`config.mk`:
```
export PLATFORM = sky130hd
export DESIGN_NAME = sub64_4stage_pipe
export DESIGN_NICKNAME = d
export VERILOG_FILES = /design/src/rtl/sub64_4stage_pipe.sv
export SDC_FILE = /design/constraint.sdc
export NUM_CORES = 1
export LEC_CHECK = 0
export ABC_AREA = 1
export ABC_CLOCK_PERIOD_IN_PS = 3400
export CAP_MARGIN = 5
export CORE_AREA = 2 2 200 202
export CTS_BUF_LIST = sky130_fd_sc_hd__clkbuf_8
export CTS_CLUSTER_SIZE = 30
export DETAILED_ROUTE_END_ITERATION = 8
export DIE_AREA = 0 0 202 204
export PLACE_DENSITY = 0.7
export REMOVE_ABC_BUFFERS = 1
export SYNTH_ARGS = -nofsm -noshare
export SYNTH_HDL_FRONTEND = slang
export SYNTH_SLANG_ARGS = --single-unit
```
`constraint.sdc`:
```
create_clock -name clk -period 3.4 [get_ports clk]
set_clock_uncertainty 0.1 [all_clocks]
set_input_delay 1.02 -clock clk [delete_from_list [all_inputs] [get_ports clk]]
set_output_delay 1.02 -clock clk [all_outputs]
set_load 0.05 [all_outputs]
```
`src/rtl/sub64_4stage_pipe.sv`:
```
// sub64_4stage_pipe: 64-bit unsigned subtractor, 4-stage pipeline, one 16-bit slice resolved per stage.
// Optional build macro SUB64_SAT_EN clamps diff to zero whenever the overall result borrows.
module sub64_4stage_pipe #(
   parameter int DATA_W = 64
) (
   input  logic              clk,
   input  logic              rst,
   input  logic              in_valid,
   output logic              in_ready,
   input  logic [DATA_W-1:0] x,
   input  logic [DATA_W-1:0] y,
   output logic              out_valid,
   input  logic              out_ready,
   output logic [DATA_W-1:0] diff,
   output logic              borrow
);
   localparam int SLICE_W = DATA_W / 4;
   localparam int NST     = 4;

   logic [NST-1:0] v_s;
   logic [NST-1:0] en_s;
   logic           en1_s;
   logic           en2_s;
   logic           en3_s;
   logic           en4_s;

   // A stage advances when it is empty or when its successor advances, so bubbles collapse.
   assign en4_s    = ~v_s[3] | out_ready;
   assign en3_s    = ~v_s[2] | en4_s;
   assign en2_s    = ~v_s[1] | en3_s;
   assign en1_s    = ~v_s[0] | en2_s;
   assign en_s     = {en4_s, en3_s, en2_s, en1_s};
   assign in_ready = en1_s;

   for (genvar i = 0; i < NST; i++) begin : g_stage
      localparam int UW = (NST - i) * SLICE_W;
      localparam int DW = (i + 1) * SLICE_W;

      logic [UW-1:0]      xs_s;
      logic [UW-1:0]      ys_s;
      logic               bp_s;
      logic               vp_s;
      logic               sat_s;
      logic [SLICE_W:0]   res_s;
      logic [DW-1:0]      dn_s;
      logic [DW-1:0]      dq_s;
      logic [DW-1:0]      d_r;
      logic               v_r;
      logic               b_r;

      if (i == 0) begin : g_head
         assign xs_s = x;
         assign ys_s = y;
         assign bp_s = 1'b0;
         assign vp_s = in_valid;
         assign dn_s = res_s[SLICE_W-1:0];
      end else begin : g_body
         assign xs_s = g_stage[i-1].g_carry.xu_r;
         assign ys_s = g_stage[i-1].g_carry.yu_r;
         assign bp_s = g_stage[i-1].b_r;
         assign vp_s = g_stage[i-1].v_r;
         assign dn_s = {res_s[SLICE_W-1:0], g_stage[i-1].d_r};
      end

      // Lowest unresolved slice; the extra MSB is the borrow into the next slice.
      assign res_s = {1'b0, xs_s[SLICE_W-1:0]} - {1'b0, ys_s[SLICE_W-1:0]}
                   - {{SLICE_W{1'b0}}, bp_s};

`ifdef SUB64_SAT_EN
      assign sat_s = (i == NST - 1) ? res_s[SLICE_W] : 1'b0;
`else
      assign sat_s = 1'b0;
`endif

      // Result slices entering the stage register, clamped to zero on a saturating final borrow.
      always_comb begin
         dq_s = dn_s;
         if (sat_s) begin
            dq_s = '0;
         end else begin
            dq_s = dn_s;
         end
      end

      // Stage valid, borrow and resolved-slice registers; hold while stalled.
      always_ff @(posedge clk) begin
         if (rst) begin
            v_r <= 1'b0;
            b_r <= 1'b0;
            d_r <= '0;
         end else if (en_s[i]) begin
            v_r <= vp_s;
            b_r <= res_s[SLICE_W];
            d_r <= dq_s;
         end
      end

      assign v_s[i] = v_r;

      if (i < NST - 1) begin : g_carry
         logic [UW-SLICE_W-1:0] xu_r;
         logic [UW-SLICE_W-1:0] yu_r;

         // Unresolved upper operand slices travel alongside the partial result.
         always_ff @(posedge clk) begin
            if (rst) begin
               xu_r <= '0;
               yu_r <= '0;
            end else if (en_s[i]) begin
               xu_r <= xs_s[UW-1:SLICE_W];
               yu_r <= ys_s[UW-1:SLICE_W];
            end
         end
      end
   end

   assign out_valid = g_stage[NST-1].v_r;
   assign diff      = g_stage[NST-1].d_r;
   assign borrow    = g_stage[NST-1].b_r;

endmodule

```
Word level (Yosys, flattened, before mapping)

Cells that the tools add are included.
W data, S select, Z words.

Flip-flop bits (word level): 360
Word-level logic and storage cells: 33
Output and inout bits: 67
Bits of input ports: 132

Bitwise gates (word level): 8
Add/subtract/negate cells: 7

Operators with widths:

| operator         | number |
|---|---|
| $sub A16 B16 Y17 | 4 |
| $sub A17 B1 Y17  | 3 |
| $not A1 Y1       | 4 |
| $or A1 B1 Y1     | 4 |

Logic depth before layout (Yosys ltp)

Word-level depth: 5
Depth in mapped cells: 16
Depth with buffers taken out: 16

Worst setup path before layout

No wires, ideal clock.

Path type: input -> output
From: input out_ready
To: output in_ready
Arrival: 1.905 ns
Setup slack: 0.375 ns
Cell stages on the path: 5
Required time: 2.280 ns
Buffers on the path: 1
Path through: nor2_4 nand2_4 nor2_4 nand2_2 clkbuf_1

Cells in the longest elaborated chain, start to end: 4

Ends and longest elaborated chain:

| what            | line | source |
|---|---|---|
| start, declared | 13   | `input logic out_ready,` |
| $or A1 B1 Y1    | 28   | `assign en4_s = ~v_s[3] \| out_ready;` |
| $or A1 B1 Y1    | 29   | `assign en3_s = ~v_s[2] \| en4_s;` |
| $or A1 B1 Y1    | 30   | `assign en2_s = ~v_s[1] \| en3_s;` |
| $or A1 B1 Y1    | 31   | `assign en1_s = ~v_s[0] \| en2_s;` |
| end, declared   | 9    | `output logic in_ready,` |

Every way passes these cells.

Worst setup path in the final report

Ends and elaborated chain as after synthesis.

==> key figures <==
Timing
  – Minimum clock period: 3.198 ns
  – Hold WS: 0.3404 ns
  – Unrepaired setup endpoints after global routing: false
  – Worst-Margin Slew: 0.9538 ns
  – Fin worst setup slack: 0.2015 ns
  – Slew Limit Fails: 0
  – Final hold vios: 0
  – Final Setup Violations: 0
  – Final period utilization: 94.07%
  – F_max: 312.6 MHz
  – Slew margin rel.: 36.41%

Drt
  – Vias per inst: 4.798
  – Uppermost layer routed: met5
  – Routed WL per cell: 12.87 um
  – Metal-1 WL: 18820 um
  – Vias: 15.50k
  – DRC viols: 0
  – Post-route ant nets: 0
  – Initial DRC count: 739
  – Routed WL: 41580 um
  – Met2 routed WL: 19420 um
  – Drt first pass iters: 7
  – Met3 Wirelength: 2310 um

Global routing
  – Initial antenna violation count: 5
  – Vias in the first global route: 14.86k
  – Gr usage total: 20.11%
  – Pin count of the biggest net entering global routing: 90
  – Grt total ovfl: 0
  – First-pass GRT wire length: 69060 um

Floorplan
  – Rows: 73
  – Horiz. Die Dim: 202 um
  – Starting Density: 44.31%
  – Die Y: 204 um
  – Core ar.: 39180 um^2
  – DIE AREA: 41210 um^2
  – I/O pin count: 199

Final layout
  – Layout cell share with drive strength beyond 1: 4.512%
  – # fillers: 3793
  – Non-filler instance count after layout: 3230
  – P&R area growth vs syn: 20.97%
  – Final net count: 2901

Power and ir drop
  – Leak: 10.65 nW
  – Logic pwr share: 19.6%
  – P_sw: 3.178 mW
  – Pwr/cell area: 509.1 nW/um^2
  – Total power: 10.69 mW
  – VDD IR max: 0.3519 mV
  – Sw Ratio: 29.72%
  – Clock network power share: 36.6%
  – Sequential share of power: 43.7%
  – Pint: 7.515 mW

Placed design
  – Pre-CTS WS: 0.1917 ns
  – Buffers on Ports: 198
  – Placed Cells: 3120
  – Final GP Congestion: 0.8663
  – DP HPWL: 28280 um

Synthesis
  – Mapped Cells: 2491
  – #FFs+latches synth: 360
  – Post-Synthesis Cell Area: 17360 um^2
  – Warnings from Yosys: 0
  – Sequential area share after synthesis: 41.50%
  – Mean Syn Cell Area: 6.971 um^2
  – Post-synth cell types: 31

Clock network
  – H-tree levels: 2
  – Post-CTS setup buffers: 0
  – Resized cells post-CTS: 0
  – Clock Tree Buf Depth: 3
  – Reg clk slew, reported paths: 0.06 ns
  – Post-CTS Hold Buffers: 0
  – TritonCTS buffer count: 59
  – Worst skew pair latency: 0.64 ns
  – CTS tree: yes
  – Clock sinks: 360
  – Clk root buf: clkbuf_8

Worst hold path
  – HP Class: reg2reg

Setup path
  – CP arrival: 2.08 ns
  – CP required: 2.28 ns
  – Startpoint types: primary input
  – Worst Path Max Fanout: 2
  – Crit end category: primary output
  – Reg2reg setup slack: 0.95 ns
  – Crit path kind: in2out

Job
  – Number of max-cap violations: 0

Run status
  – Status: finished, final reports clean
## through the flow
stage | utilization, % | area, um^2 | TNS, ns
5_1_grt | 53.61 | 21010 | 0
3_3_place_gp | 50.44 | 19760 | 0
3_5_place_dp | 50.44 | 19760 | 0
2_1_floorplan | - | 16840 | -523.17
6_report | 53.61 | 21010 | 0
4_1_cts | 53.60 | 21000 | 0
## sequential cells by signal (all words and copies together) (netlist names)
name / flops
g_stage.v_r: 3
g_stage.g_carry.yu_r: 96
diff: 64
out_valid: 1
g_stage.d_r: 96
g_stage.g_carry.xu_r: 96
borrow: 1
g_stage.b_r: 3
## cell usage after synthesis (all sizes together)
cell type	number	area share (%)
fa	7	0.81
a21oi	266	7.7
or2	2	0.072
o21ai	297	8.6
nand3	72	2.1
a21o	1	0.043
xor2	22	1.1
o211ai	1	0.043
o21bai	6	0.26
clkbuf	72	1.6
nor3	15	0.43
ha	106	7.6
nor2	255	5.6
nand2	460	10
a211oi	1	0.043
nand4	2	0.072
xnor2	5	0.25
inv	492	11
buf	44	1.4
a31oi	3	0.11
and2	1	0.036
dfxtp	360	42
o21a	1	0.043
## final timing paths
kind,endpoint,depth (start not counted),startpoint
worst min register to register,g_stage[0].g_carry.xu_r[27]$_SDFFE_PP0P_,2,g_stage[0].g_carry.xu_r[27]$_SDFFE_PP0P_
worst min-delay path,g_stage[0].g_carry.xu_r[27]$_SDFFE_PP0P_,2,g_stage[0].g_carry.xu_r[27]$_SDFFE_PP0P_
worst max register to register,g_stage[1].b_r$_SDFFE_PP0P_,13,g_stage[0].b_r$_SDFFE_PP0P_
worst max-delay path,in_ready,6,out_ready
## final cells by class
type	instances	area (um^2)	area share [%]
clock inverter	36	234.0	1.114
inverter	492	1858	8.846
antenna	1	2.502	0.01191
clock buffer	73	1005	4.783
multi-input combinational	1523	7790	37.09
tap	525	656.9	3.127
sequential	360	7207	34.31
timing repair buffer	220	2252	10.72
## cell usage in the layout, fill, tap and decap left out, types with 9 or more instances in the layout
cell type	n
nor3_1	15
nand2_1	458
ha_1	106
o21ai_0	287
a21oi_1	266
nand3_1	72
clkinv_2	10
xor2_1	22
inv_1	509
clkdlybuf4s50_1	196
dfxtp_1	360
buf_4	14
o21ai_1	10
buf_12	9
clkbuf_8	73
nor2_1	253
## per-layer routing
metal  up-vias  global-route usage (%)
met4         8                   6.329
li1       8081                       -
met1      6989                   24.95
met3        84                   4.129
met2       336                   34.99
met5         -                       0
## power groups by stage
stage / Clock (mW) / Combinational, mW / Sequential [mW]
6_report: 3.91 / 2.10 / 4.68
5_1_grt: 4.22 / 2.38 / 4.71
4_1_cts: 4.04 / 2.11 / 4.68
3_5_place_dp: 0 / 2.10 / 4.77
3_3_place_gp: 0 / 2.04 / 4.76
2_1_floorplan: 0 / 1.21 / 4.99
## worst max-delay path, stage by stage
cell and delay [ns]:
clkdlybuf4s50_1 0.44, nor2_4 0.15, nand2_4 0.08, nor2_4 0.10, nand2_2 0.08, buf_4 0.20
## cells by family (layout without fill, tap and decap cells)
family	Yosys count	after routing	share of synthesized area [%]
AOI/OAI and AO/OA	576	576	16.77
xor gates and xnor gates	27	27	1.362
adders and majority gates	113	113	8.445
buffers and inverters	608	821	13.63
DFF	360	360	41.50
other	0	1	0
and+or+nand+nor	807	807	18.29
(Power assumes the default switching activity.)
